===== src/rtl/arb_pkg.sv =====
// Shared types and widths for the two-master Avalon bus arbiter.
package arb_pkg;

    localparam int unsigned ADDR_W = 32;
    localparam int unsigned DATA_W = 32;
    localparam int unsigned BE_W   = 4;

    // Arbiter control states; the state register is the only FSM storage.
    typedef enum logic [1:0] {
        IDLE    = 2'd0,
        GRANT_I = 2'd1,
        GRANT_D = 2'd2
    } state_e;

    // Identity of a bus owner, used for the round-robin history.
    typedef enum logic {
        GNT_I = 1'b0,
        GNT_D = 1'b1
    } grant_e;

endpackage


===== src/rtl/arb_rr_pick.sv =====
// Two-way round-robin selector.
// Ports:
//   fetch_req_i   - fetch master is requesting
//   data_req_i    - data master is requesting
//   last_grant_i  - master that completed the most recent transaction
//   valid_o       - at least one request present
//   grant_o       - master to grant next (meaningful only when valid_o)
module arb_rr_pick
    import arb_pkg::*;
(
    input  logic   fetch_req_i,
    input  logic   data_req_i,
    input  grant_e last_grant_i,
    output logic   valid_o,
    output grant_e grant_o
);

    // Lone requester wins; on contention the master not served last wins.
    always_comb begin
        valid_o = fetch_req_i | data_req_i;
        grant_o = GNT_I;
        if (fetch_req_i && data_req_i) begin
            grant_o = (last_grant_i == GNT_D) ? GNT_I : GNT_D;
        end else if (data_req_i) begin
            grant_o = GNT_D;
        end
    end

endmodule


===== src/rtl/avalon_bus_arbiter.sv =====
// Arbitrates an instruction-fetch master and a data master onto one shared
// Avalon memory port.
// Ports:
//   clk, reset                        - clock, async active-high reset
//   i_address/i_read                  - fetch master request (read only)
//   i_waitrequest/i_readdata          - fetch master response
//   d_address/d_read/d_write/
//   d_writedata/d_byteenable          - data master request
//   d_waitrequest/d_readdata          - data master response
//   address/read/write/writedata/
//   byteenable                        - shared port to memory
//   waitrequest/readdata              - memory response
//   protocol_err                      - sticky: data master read+write together
module avalon_bus_arbiter
    import arb_pkg::*;
(
    input  logic              clk,
    input  logic              reset,

    input  logic [ADDR_W-1:0] i_address,
    input  logic              i_read,
    output logic              i_waitrequest,
    output logic [DATA_W-1:0] i_readdata,

    input  logic [ADDR_W-1:0] d_address,
    input  logic              d_read,
    input  logic              d_write,
    input  logic [DATA_W-1:0] d_writedata,
    input  logic [BE_W-1:0]   d_byteenable,
    output logic              d_waitrequest,
    output logic [DATA_W-1:0] d_readdata,

    output logic [ADDR_W-1:0] address,
    output logic              read,
    output logic              write,
    output logic [DATA_W-1:0] writedata,
    output logic [BE_W-1:0]   byteenable,
    input  logic              waitrequest,
    input  logic [DATA_W-1:0] readdata,

    output logic              protocol_err
);

    state_e state_q, state_d;
    grant_e last_grant_q, last_grant_d;
    logic   perr_q, perr_d;

    logic   fetch_req;
    logic   data_req;
    logic   pick_valid;
    grant_e pick_grant;

    assign fetch_req = i_read;
    assign data_req  = d_read | d_write;

    arb_rr_pick u_pick (
        .fetch_req_i  (fetch_req),
        .data_req_i   (data_req),
        .last_grant_i (last_grant_q),
        .valid_o      (pick_valid),
        .grant_o      (pick_grant)
    );

    // State, round-robin history and sticky error flag.
    always_ff @(posedge clk or posedge reset) begin
        if (reset) begin
            state_q      <= IDLE;
            last_grant_q <= GNT_D;
            perr_q       <= 1'b0;
        end else begin
            state_q      <= state_d;
            last_grant_q <= last_grant_d;
            perr_q       <= perr_d;
        end
    end

    // Next-state logic and shared-port muxing.
    always_comb begin
        state_d       = state_q;
        last_grant_d  = last_grant_q;
        perr_d        = perr_q;
        address       = '0;
        read          = 1'b0;
        write         = 1'b0;
        writedata     = '0;
        byteenable    = '0;
        i_waitrequest = 1'b1;
        d_waitrequest = 1'b1;

        // Read+write together is only meaningful while the data master could own the bus.
        if ((state_q != GRANT_I) && d_read && d_write) begin
            perr_d = 1'b1;
        end

        unique case (state_q)
            IDLE: begin
                if (pick_valid) begin
                    state_d = (pick_grant == GNT_I) ? GRANT_I : GRANT_D;
                end
            end

            GRANT_I: begin
                address       = i_address;
                read          = i_read;
                byteenable    = {BE_W{1'b1}};
                i_waitrequest = waitrequest;
                // A dropped request abandons the slot without counting as served.
                if (!fetch_req) begin
                    state_d = IDLE;
                end else if (!waitrequest) begin
                    state_d      = IDLE;
                    last_grant_d = GNT_I;
                end
            end

            GRANT_D: begin
                address       = d_address;
                write         = d_write;
                read          = d_read & ~d_write;
                writedata     = d_writedata;
                byteenable    = d_byteenable;
                d_waitrequest = waitrequest;
                if (!data_req) begin
                    state_d = IDLE;
                end else if (!waitrequest) begin
                    state_d      = IDLE;
                    last_grant_d = GNT_D;
                end
            end

            default: begin
                state_d = IDLE;
            end
        endcase
    end

    assign i_readdata   = readdata;
    assign d_readdata   = readdata;
    assign protocol_err = perr_q;

endmodule


===== config.mk =====
export PLATFORM = sky130hd
export DESIGN_NAME = avalon_bus_arbiter
export DESIGN_NICKNAME = d
export VERILOG_FILES = /design/src/rtl/arb_pkg.sv /design/src/rtl/arb_rr_pick.sv /design/src/rtl/avalon_bus_arbiter.sv
export SDC_FILE = /design/constraint.sdc
export NUM_CORES = 1
export LEC_CHECK = 0
export ABC_AREA = 1
export CORE_AREA = 2 2 107 109
export CTS_BUF_LIST = sky130_fd_sc_hd__clkbuf_8
export CTS_CLUSTER_SIZE = 40
export DETAILED_ROUTE_END_ITERATION = 7
export DIE_AREA = 0 0 109 111
export PLACE_DENSITY = 0.64
export RECOVER_POWER = 100
export SYNTH_ARGS = -nofsm -noshare
export SYNTH_HDL_FRONTEND = slang
export SYNTH_SLANG_ARGS = --single-unit
export TNS_END_PERCENT = 20

===== constraint.sdc =====
create_clock -name clk -period 1.9 [get_ports clk]
set_input_delay 0.475 -clock clk [delete_from_list [all_inputs] [get_ports clk]]
set_output_delay 0.475 -clock clk [all_outputs]
set_load 0.01 [all_outputs]

==> impl_metrics.yaml <==
critical_path:
  cp_slowest_stage_delay_ns: 0.44
  startpoint_type: "flop"
  worstPathCellList: "inv_4, buf_12, ha_4, buf_12, nand2_2, a21oi_2, buf_2"
  arrival_ns: 1.57
  path_max_fanout: 9
  critPathCaptureType: "output pin"
  crit_top_cell: "buf_12"
  cp.required_ns: 1.42
  slowest_stage: "dfrtp_2"
  crit_type: "reg -> out"
  reg2reg_slack_ns: 0.42
placement:
  dp_hpwl_um: 5740
  post-place-cells: 569
  dpl_cell_area_um2: 3240
  portBuffers: 178
  gp_congestion: 0.770
yosys:
  synth.largest_area_cell: "buf_4"
  ys_seq_elements: 4
  synthesis.nets: 452
  ys_warn_count: 0
  ys_seq_area_share_pct: 6.17
  avgSynthCellArea_um2: 5.33
  yosysTopAreaCellShare_pct: 31.5
  synthesis.area_um2: 1640
  ys_types: 15
  ys_top_cells_by_area: "buf_4 (32%), nand2_1 (28%), a21oi_1 (10%)"
  syn_inst: 308
flow_run:
  maxCapViolCount: 0
timing:
  fin_crit_ns: 2.05
  report.final.slew_viol_count: 0
  holdWs_ns: 0.466
  max_freq_mhz: 488
  worst_pin_slew_ns: 0.203
  fin_crit_sh_pct: 108
  hold_violations: 0
  maxSlewHeadroom_pct: 86.4
  rsz0062_at_grt: "true"
  clock-skew-final_ns: 0.00534
  setup_slack_ns: -0.150
  setup_viol_count_final: 39
cells_and_area:
  syn2layout_area_growth_pct: 106
  layout.cells.non_filler: 582
  final_nets: 584
  layout_common_cells: "clkdlybuf4s50_1 (104), nand2_1 (103), buf_2 (58)"
  layout.cells.most_common: "clkdlybuf4s50_1"
  n_fill_cell: 1202
  drive_above_1_share_pct: 35.5
  final_area_um2: 3380
  antenna_cells: 0
drt:
  first_pass_iters: 4
  vias_per_cell: 4.02
  drt_iter0_drc: 65
  wl_per_cell_um: 13.8
  drc: 0
  routed-via-count: 2338
  drt_wl_total_um: 8020
  ant_nets: 0
grt:
  grt_pass1_wl_um: 11400
  grt_overflow_total: 0
  grt_pass1_vias: 2309
  grtUsageTotal_pct: 11.9
  grt_max_degree: 23
  antenna_found_initial: 0
clocking:
  h-tree-depth: 1
  postCtsHoldBufs: 0
  cts_sinks: 4
  cts_buffer_depth: 2
  cts_root_buf: "clkbuf_8"
  cts_buffers: 3
  cts.clk_slew.worst_paths_ns: 0.03
  clkLatencyLatePin_ns: 0.22
  cts_tree: "done"
status:
  violations: "negative setup slack"
  outcome: "complete, but fails checks"
die:
  die-area_um2: 12100
  io_pins: 275
  die-width_um: 109
  rows: 39
  die_h_um: 111
  core_area_um2: 11100
  initial_core_util_pct: 14.8
power_and_ir_drop:
  pwr_density_cell_nw_per_um2: 1300
  p_leak_nw: 1.74
  peakVddDrop_mv: 0.398
min_path:
  hold_class: "reg -> reg"
-- critical path, delay by kind of cell, from the launching register on --
family | cells | cell delay, ns
AND/OR/NAND/NOR | 1 | 0.05
buffers and inverters | 4 | 0.52
flip-flops | 1 | 0.44
adder cells (fa/ha/maj) | 1 | 0.19
AO/OA/AOI/OAI | 1 | 0.14
-- through the flow --
stage,total power [W],setup TNS (ns),util (%),setup slack (ns)
2_1_floorplan,0.00175,0,-,0.176
3_3_place_gp,0.00349,-17.19,29.3,-0.354
3_5_place_dp,0.00353,-19.01,29.3,-0.390
4_1_cts,0.00406,-8.07,29.1,-0.255
5_1_grt,0.00473,-8.45,30.5,-0.232
6_report,0.00439,-3.92,30.5,-0.150
-- area by class of cell --
class	instances	area, um2	share of cell area, %
clock buffers	3	41.3	1.22
multi-input cells	182	1020	30.2
flip-flops and latches	4	103	3.04
inverters	43	169	5.00
clock inverters	1	3.75	0.111
well taps	143	179	5.29
repair buffers	206	1860	55.1
-- cell families after synthesis --
logic type	synth area share, %
AND/OR/NAND/NOR	33.2
AO/OA/AOI/OAI	10.9
flip-flops	6.17
adder cells (fa/ha/maj)	4.57
buffers and inverters	45.2
-- registers in the layout, summed over array words and instances, names as in the netlist --
signal        count
protocol_err      1
last_grant_q      1
state_q           2
-- per-layer routing --
layer | GRT usage, % | part of all wire [%] | vias up
met1 | 12.9 | 37 | 1026
met3 | 3.17 | 11 | 39
li1 | - | - | 1117
met5 | 0 | 0 | -
met2 | 21.4 | 49 | 156
met4 | 4.96 | 3.5 | 0
-- worst paths after layout --
check / start / to / depth (start not counted)
max: state_q[0]$_DFFE_PP0P_ / address[5] / 7
min: protocol_err$_DFFE_PP0P_ / protocol_err$_DFFE_PP0P_ / 1
max reg2reg: state_q[0]$_DFFE_PP0P_ / state_q[0]$_DFFE_PP0P_ / 9
min reg2reg: protocol_err$_DFFE_PP0P_ / protocol_err$_DFFE_PP0P_ / 1
max in group asynchronous: reset / last_grant_q$_DFFE_PP1P_ / 2
min in group asynchronous: reset / protocol_err$_DFFE_PP0P_ / 2
-- power breakdown --
part / switching (W) / total [W] / internal, W
Combinational: 0.00213 / 0.00405 / 0.00192
Sequential: 0.0000341 / 0.000157 / 0.000123
Clock: 0.0000460 / 0.000184 / 0.000138
-- Yosys cell counts (all sizes together) --
library cell  count
a21oi            33
a31o              1
buf              79
dfrtp             3
dfstp             1
ha                6
inv              43
nand2           121
nand3             8
nand3b            1
nand4             1
nor2             10
o21ai             1
-- repair_timing --
action / CTS / global route
hold endpoints to repair: 0 / 0
gates cloned: 4 / 1
pin swaps: 3 / 5
buffers inserted: 4 / 2
gates resized for setup: 285 / 76
setup endpoints to repair: 72 / 66
Power figures use the tool's default switching activity.
